### config.mk
export PLATFORM = sky130hd
export DESIGN_NAME = bank_htu_req_sequencer
export DESIGN_NICKNAME = d
export VERILOG_FILES = /design/src/rtl/bank_htu_req_sequencer.sv
export SDC_FILE = /design/constraint.sdc
export NUM_CORES = 1
export LEC_CHECK = 0
export BUFFER_PORTS_ARGS = -buffer_cell sky130_fd_sc_hd__buf_2
export CAP_MARGIN = 10
export CORE_MARGIN = 2
export CORE_UTILIZATION = 48
export CTS_BUF_LIST = sky130_fd_sc_hd__clkbuf_4 sky130_fd_sc_hd__clkbuf_8
export DETAILED_ROUTE_END_ITERATION = 8
export MAX_ROUTING_LAYER = met4
export PLACE_DENSITY = 0.82
export SETUP_SLACK_MARGIN = 0.2
export SKIP_LAST_GASP = 1
export SLEW_MARGIN = 20
export SYNTH_ARGS = -nofsm -noshare
export SYNTH_HDL_FRONTEND = slang
export SYNTH_SLANG_ARGS = --single-unit
### constraint.sdc
create_clock -name clk_i -period 2.07 [get_ports clk_i]
set_input_delay 0.207 -clock clk_i [delete_from_list [all_inputs] [get_ports clk_i]]
set_output_delay 0.207 -clock clk_i [all_outputs]
set_load 0.1 [all_outputs]
### src/rtl/bank_htu_req_sequencer.sv
`default_nettype none
// ============================================================================
// Module   : bank_htu_req_sequencer
// Brief    : Per-bank request sequencer driving bank_htu_set_entry lookups,
//            victim writeback, refill and the commit/response handshake.
// Revision : 1.0 - initial release
// ============================================================================
module bank_htu_req_sequencer #(
    parameter int OFFSET_BIT = 5,
    parameter int SET_LSB    = 6
) (
    input  logic        clk_i,
    input  logic        rst_i,
    input  logic        req_valid_i,
    output logic        req_ready_o,
    input  logic [1:0]  req_op_i,
    input  logic [31:0] req_addr_i,
    output logic        op_is_read_o,
    output logic        op_is_write_o,
    output logic        op_is_flush_o,
    output logic        op_is_invalidate_o,
    output logic [21:0] access_tag_o,
    output logic        access_offset_o,
    output logic        set_hit_WV_o,
    input  logic        cacheline_hit_i,
    input  logic        need_evit_i,
    input  logic [21:0] evit_tag_i,
    input  logic [1:0]  off0_state_i,
    input  logic [1:0]  off1_state_i,
    input  logic [2:0]  access_way_i,
    output logic        mem_req_valid_o,
    input  logic        mem_req_ready_i,
    output logic        mem_req_write_o,
    output logic [31:0] mem_req_addr_o,
    output logic [2:0]  mem_req_way_o,
    input  logic        mem_resp_valid_i,
    output logic        resp_valid_o,
    input  logic        resp_ready_i,
    output logic        resp_hit_o,
    output logic [2:0]  resp_way_o
);

    localparam logic [1:0] c_OP_READ  = 2'd0;
    localparam logic [1:0] c_OP_WRITE = 2'd1;
    localparam logic [1:0] c_OP_FLUSH = 2'd2;
    localparam logic [1:0] c_OP_INV   = 2'd3;
    localparam logic [1:0] c_DIRTY    = 2'b10;

    typedef enum logic [2:0] {
        S_IDLE   = 3'd0,
        S_LOOKUP = 3'd1,
        S_EVICT  = 3'd2,
        S_REFILL = 3'd3,
        S_COMMIT = 3'd4,
        S_RESP   = 3'd5
    } state_t;

    state_t      r_state;
    logic [1:0]  r_op;
    logic [31:0] r_addr;
    logic        r_hit;
    logic [2:0]  r_way;
    logic [21:0] r_evit_tag;
    logic [1:0]  r_mask;
    logic        r_refill_sent;

    logic [1:0]  w_dirty;
    logic [1:0]  w_mask_next;
    logic        w_active;
    logic        w_read_miss;
    state_t      w_after_evict;
    logic [21:0] w_mem_tag;
    logic        w_mem_off;
    logic [31:0] w_mem_addr;
    logic        w_unused_addr;

    assign w_dirty       = {off1_state_i == c_DIRTY, off0_state_i == c_DIRTY};
    // Offset0 is written back first, so the lowest set mask bit is the current beat.
    assign w_mask_next   = r_mask[0] ? {r_mask[1], 1'b0} : 2'b00;
    assign w_read_miss   = (r_op == c_OP_READ) && !r_hit;
    assign w_after_evict = w_read_miss ? S_REFILL : S_COMMIT;
    assign w_active      = (r_state == S_LOOKUP) || (r_state == S_EVICT) ||
                           (r_state == S_REFILL) || (r_state == S_COMMIT);
    assign w_unused_addr = ^r_addr;

    always_comb begin
        w_mem_tag  = r_addr[31:10];
        w_mem_off  = r_addr[OFFSET_BIT];
        // Miss writebacks target the victim line; flush writebacks the accessed line.
        if (r_state == S_EVICT) begin
            w_mem_off = ~r_mask[0];
            if (r_op != c_OP_FLUSH) begin
                w_mem_tag = r_evit_tag;
            end
        end
        w_mem_addr                 = '0;
        w_mem_addr[31:10]          = w_mem_tag;
        w_mem_addr[9:SET_LSB]      = r_addr[9:SET_LSB];
        w_mem_addr[OFFSET_BIT]     = w_mem_off;
    end

    assign req_ready_o        = (r_state == S_IDLE);
    assign op_is_read_o       = w_active && (r_op == c_OP_READ);
    assign op_is_write_o      = w_active && (r_op == c_OP_WRITE);
    assign op_is_flush_o      = w_active && (r_op == c_OP_FLUSH);
    assign op_is_invalidate_o = w_active && (r_op == c_OP_INV);
    assign access_tag_o       = r_addr[31:10];
    assign access_offset_o    = r_addr[OFFSET_BIT];
    assign set_hit_WV_o       = (r_state == S_COMMIT);
    assign mem_req_valid_o    = ((r_state == S_EVICT) && (r_mask != 2'b00)) ||
                                ((r_state == S_REFILL) && !r_refill_sent);
    assign mem_req_write_o    = (r_state == S_EVICT);
    assign mem_req_addr_o     = w_mem_addr;
    assign mem_req_way_o      = r_way;
    assign resp_valid_o       = (r_state == S_RESP);
    assign resp_hit_o         = r_hit;
    assign resp_way_o         = r_way;

    always_ff @(posedge clk_i or negedge rst_i) begin
        if (!rst_i) begin
            r_state       <= S_IDLE;
            r_op          <= c_OP_READ;
            r_addr        <= '0;
            r_hit         <= 1'b0;
            r_way         <= '0;
            r_evit_tag    <= '0;
            r_mask        <= '0;
            r_refill_sent <= 1'b0;
        end else begin
            case (r_state)
                S_IDLE: begin
                    if (req_valid_i) begin
                        r_op    <= req_op_i;
                        r_addr  <= req_addr_i;
                        r_state <= S_LOOKUP;
                    end
                end
                S_LOOKUP: begin
                    r_hit         <= cacheline_hit_i;
                    r_way         <= access_way_i;
                    r_evit_tag    <= evit_tag_i;
                    r_refill_sent <= 1'b0;
                    r_mask        <= w_dirty;
                    case (r_op)
                        c_OP_READ: begin
                            if (cacheline_hit_i)  r_state <= S_COMMIT;
                            else if (need_evit_i) r_state <= S_EVICT;
                            else                  r_state <= S_REFILL;
                        end
                        c_OP_WRITE: begin
                            if (!cacheline_hit_i && need_evit_i) r_state <= S_EVICT;
                            else                                 r_state <= S_COMMIT;
                        end
                        c_OP_FLUSH: begin
                            if (!cacheline_hit_i) begin
                                r_state <= S_RESP;
                            end else if (w_dirty[r_addr[OFFSET_BIT]]) begin
                                r_mask  <= r_addr[OFFSET_BIT] ? 2'b10 : 2'b01;
                                r_state <= S_EVICT;
                            end else begin
                                r_state <= S_COMMIT;
                            end
                        end
                        default: begin
                            r_state <= cacheline_hit_i ? S_COMMIT : S_RESP;
                        end
                    endcase
                end
                S_EVICT: begin
                    if (r_mask == 2'b00) begin
                        r_state <= w_after_evict;
                    end else if (mem_req_ready_i) begin
                        r_mask <= w_mask_next;
                        if (w_mask_next == 2'b00) begin
                            r_state <= w_after_evict;
                        end
                    end
                end
                S_REFILL: begin
                    if (!r_refill_sent) begin
                        if (mem_req_ready_i) begin
                            r_refill_sent <= 1'b1;
                            if (mem_resp_valid_i) r_state <= S_COMMIT;
                        end
                    end else if (mem_resp_valid_i) begin
                        r_state <= S_COMMIT;
                    end
                end
                S_COMMIT: begin
                    r_state <= S_RESP;
                end
                S_RESP: begin
                    if (resp_ready_i) r_state <= S_IDLE;
                end
                default: begin
                    r_state <= S_IDLE;
                end
            endcase
        end
    end

endmodule
`default_nettype wire

======== After elaboration in Yosys (flattened, before gate mapping) ========
Cells that the tools add are included.
cells by class
  $lt $le $gt $ge ......................... 1
  reductions and logical operators ........ 25
  mux-type cells .......................... 33
  bitwise logic cells ..................... 1
  equal/unequal tests ..................... 18
operator list
  kind                                                  count
  2-to-1 mux 22 bit                                     2
  2-to-1 mux 3 bit                                      13
  one-hot mux 3 bit (6 select lines)                    1
  2-to-1 mux 2 bit                                      7
  one-hot mux 3 bit (3 select lines)                    1
  equality test 2 bit (second input constant)           4
  logical AND 1 bit                                     8
  != test 2 bit (second input constant)                 4
  2-to-1 mux 1 bit                                      7
  equality test 3 x 2 -> 1 bit (second input constant)  2
  equality test 3 bit (second input constant)           2
  zero test 2 bit                                       3
  nonzero test 2 bit                                    3
  AND reduction 5 bit                                   1
  logical OR 1 bit                                      4
  one-hot mux 2 bit (2 select lines)                    1
  equality test 3 x 1 -> 1 bit (second input constant)  1
  zero test 1 bit                                       3
  zero test 3 bit                                       1
  != test 3 x 1 -> 1 bit (second input constant)        1
  != test 3 x 2 -> 1 bit (second input constant)        1
  != test 3 bit (second input constant)                 1
  AND reduction 3 bit                                   1
  equality test 2 x 1 -> 1 bit (second input constant)  1
  other kinds (5)                                       5
storage, ports and cells
  bits in registers ....................... 66
  word-level logic and storage cells ...... 86
  output and inout bits ................... 71

======== Logic depth before layout (Yosys ltp) ========
  word-level depth ........................ 7
  depth in mapped cells ................... 6

======== Worst setup path before layout ========
OpenSTA, ideal clock, no wires.
  path type ............................... register -> output
  start ................................... register r_state[0]
  end ..................................... output op_is_write_o
  arrival ................................. 3168 ps
  path buffers ............................ 2
  cell stages (with the launch flop) ...... 6
  setup slack ............................. -1305 ps
  path through ............................ dfrtp_1 buf_2 buf_2 nor2_1 xnor2_1 nor3b_1
on the way
  word-level cells in the longest chain between the ends .. 5
  elaborated cells on any way between the ends .. 8
  classes of those cells .................. 4 x eq/ne; 4 x reduce/logical
RTL lines
  element                                                                       line  text
  start, declared                                                               58    state_t r_state;
  start signal, assigned                                                        165   r_state <= cacheline_hit_i ? S_COMMIT : S_RESP;
  start signal, assigned                                                        171   r_state <= w_after_evict;
  start signal, assigned                                                        175   r_state <= w_after_evict;
  equality test 3 x 1 -> 1 bit or equality test 3 x 2 -> 1 bit (tied branches)  82    assign w_active = (r_state == S_LOOKUP) || (r_state == S_EVICT) ||
  logical OR 1 bit (2 in a row)                                                 82
  logical OR 1 bit *                                                            83    (r_state == S_REFILL) || (r_state == S_COMMIT);
  logical AND 1 bit *                                                           104   assign op_is_write_o = w_active && (r_op == c_OP_WRITE);
  end, declared                                                                 19    output logic op_is_write_o,
Mark *: on every way between the ends. The rest lies on a longest branch, timed or not.

======== Worst setup path after layout ========
  start ................................... register r_state[0]
  end ..................................... output mem_req_addr_o[25]
on the way
  word-level cells in the longest chain between the ends .. 2
RTL lines
  element                       line  text
  equality test 3 x 2 -> 1 bit  90    if (r_state == S_EVICT) begin
  2-to-1 mux 22 bit             90
  end, declared                 34    output logic [31:0] mem_req_addr_o,
Every way passes these cells.

==> out/qor.yml <==
outcome: "completed"
synth_compound_area_share_pct: 5.21
core_region_area_um2: 6280
synthAdderAreaFrac_pct: 0
final-setup-viol-count: 0
synth-seq-cells: 61
dpl.hpwl_mm: 5.71
cts_tree: "yes"
netlist_top_cells_area: "dfrtp_1, mux2_2, mux2_4, buf_4, buf_6"
critPathMaxFanout: 13
n_fill_cell: 423
initial_core_util_pct: 49.0
cts_buffers: 9
drc: 0
grt_pass1_wl_mm: 12.1
htreeDepth: 3
rows: 29
setup.worst_path.start_class: "flop"
drive_gt1_share_pct: 68.9
wl_per_cell_um: 17.1
arrival_ps: 1800
slew-limit-headroom_pct: 57.1
viasPerCell: 5.30
fin_area_um2: 4600
die_area_um2: 7060
fin_util_pct: 73.3
fmax_mhz: 498
synth_top_cell_area_share_pct: 49.6
grt_max_degree: 30
num_vias: 2384
globalplace.congestion: 0.900
use_met1_pct: 26.6
postSynthAreaPerCell_um2: 13.5
crit_type: "reg -> out"
yosys_warnings: 0
synthXorXnorAreaFrac_pct: 0.285
slew_viol_final: 0
cts_root_buf: "clkbuf_8"
critPathCaptureType: "output pin"
drt_first_pass_iters: 4
path_clk_slew_ps: 70
synth_top_family_by_area: "multiplexers"
final.setup_skew_ps: 9.01
boundaryPins: 142
placed_cell_area_um2: 4280
die_x_um: 84.0
worst_hold_path_type: "in -> reg"
yosysSeqAreaShare_pct: 49.6
first_global_vias: 2496
diodes: 0
die_y_um: 84.0
tightestPinTransition_ps: 644
cap_viol_max_count: 0
syn_area_um2: 3080
grt_use_met2_pct: 38.5
grt_usage_pct: 22.7
antenna_found_initial: 0
cts_buffer_depth: 2
rsz0062_at_grt: "yes"
period_minus_slack_ps: 2010
synth.distinct_cells: 38
drtIter0Drc: 82
insertion_delay_ps: 330
hold_violations: 0
cts.sinks: 61
synthSimpleGateAreaFrac_pct: 7.40
yosysTopAreaCell: "dfrtp_1"
post-route-period-util_pct: 97.0
grt_overflow: 0
synthesis.instances: 227
grt_util_met3_pct: 4.75
port_buffers: 131
wirelength_mm: 7.71
area_growth_pct: 49.5
grt-busiest-layer: "met2"
synth_mux_area_share_pct: 31.9
antenna_left: 0
worstPathRequired_ps: 1860
nets: 440
## Yosys cell counts
cell,number
dfrtp_1,61
mux2_2,46
mux2_4,30
buf_4,10
nor2_1,10
buf_2,6
nand2_1,6
buf_6,4
nand2b_1,4
nor3_1,4
o21ai_0,4
a21oi_1,3
a31oi_1,3
inv_1,3
nor2b_1,3
a211oi_1,2
a311oi_1,2
and2_1,2
clkbuf_1,2
nor3b_1,2
nor4_1,2
o21a_1,2
a22o_1,1
a31o_2,1
and3b_1,1
conb_1,1
mux2_1,1
nand2_2,1
nand3b_1,1
nor3_2,1
nor3b_2,1
nor3b_4,1
o2111ai_1,1
o22ai_1,1
o2bb2ai_1,1
o32ai_1,1
o41ai_1,1
xnor2_1,1
## path summary, 6_finish.rpt
kind,from,end,cells past startpoint,slack (ps)
setup / recovery,r_state[0],mem_req_addr_o[25],5,60
hold / removal,evit_tag_i[2],r_evit_tag[2],2,110
setup reg to reg,r_state[1],r_addr[19],5,340
hold reg to reg,r_evit_tag[4],r_evit_tag[4],1,500
max in group asynchronous,rst_i,r_state[2],3,1020
min in group asynchronous,rst_i,r_addr[6],2,450
## registers in the layout (all words and copies together) (netlist names)
signal / count
r_addr: 27
r_mask: 2
r_state: 3
r_evit_tag: 22
r_op: 2
r_refill_sent: 1
mem_req_way_o: 3
resp_hit_o: 1
## area by class of cell
| cell class | instances | area [um^2] | share of cell area [%] |
|---|---|---|---|
| Clock buffer | 10 | 131 | 2.86 |
| Clock inverter | 5 | 52.6 | 1.14 |
| Inverter | 3 | 11.3 | 0.245 |
| Multi-Input combinational cell | 145 | 1550 | 33.6 |
| Sequential cell | 61 | 1530 | 33.3 |
| Tap cell | 77 | 96.3 | 2.10 |
| Timing Repair Buffer | 149 | 1230 | 26.8 |
## cells in the final DEF, fill, tap and decap left out, types with 5 or more instances in the layout
cell / n
dfrtp_1: 59
clkbuf_8: 9
buf_12: 28
nand2_1: 6
nor2_1: 6
buf_2: 100
mux2_4: 49
buf_4: 15
mux2_2: 27
conb_1: 5
## per-stage QoR
| step | instances | hold slack [ps] | setup slack, ps | TNS, ps |
|---|---|---|---|---|
| 2_1_floorplan | 231 | -88.6 | -460 | -15160 |
| 3_3_place_gp | 430 | 269 | 249 | 0 |
| 3_5_place_dp | 430 | 283 | 204 | 0 |
| 4_1_cts | 448 | 91.0 | 34.5 | 0 |
| 5_1_grt | 450 | 89.7 | 10.9 | 0 |
| 6_report | 450 | 107 | 62.3 | 0 |
## logic make-up after synthesis
kind of cell              after synthesis
DFF                                    61
muxes                                  77
other                                   1
buffers and inverters                  25
AOI/OAI and AO/OA                      23
xor gates and xnor gates                1
and+or+nand+nor                        39
## routing by layer
metal | vias to the layer above | routed length [um]
li1 | 1078 | -
met1 | 1178 | 2930
met2 | 120 | 4200
met3 | 8 | 489
met4 | 0 | 95
met5 | - | 0
## critical path, cell delays in order (launching register included)
cell and delay (ps):
dfrtp_2 450, nor3b_4 230, nand2_2 110, buf_12 180, mux2_4 320, buf_12 170
## what timing repair did
item / CTS / global route
endpoints found under the setup margin: 31 / 29
hold endpoints to repair: 27 / 0
buffers inserted: 2 / 2
resized for setup: 12 / 14
hold buffers: 1 / 0
pin swaps: 0 / 3
Power is left out: the tool's default activity adds up to more than one toggle a clock period on the data nets, which glitch-free logic cannot reach.
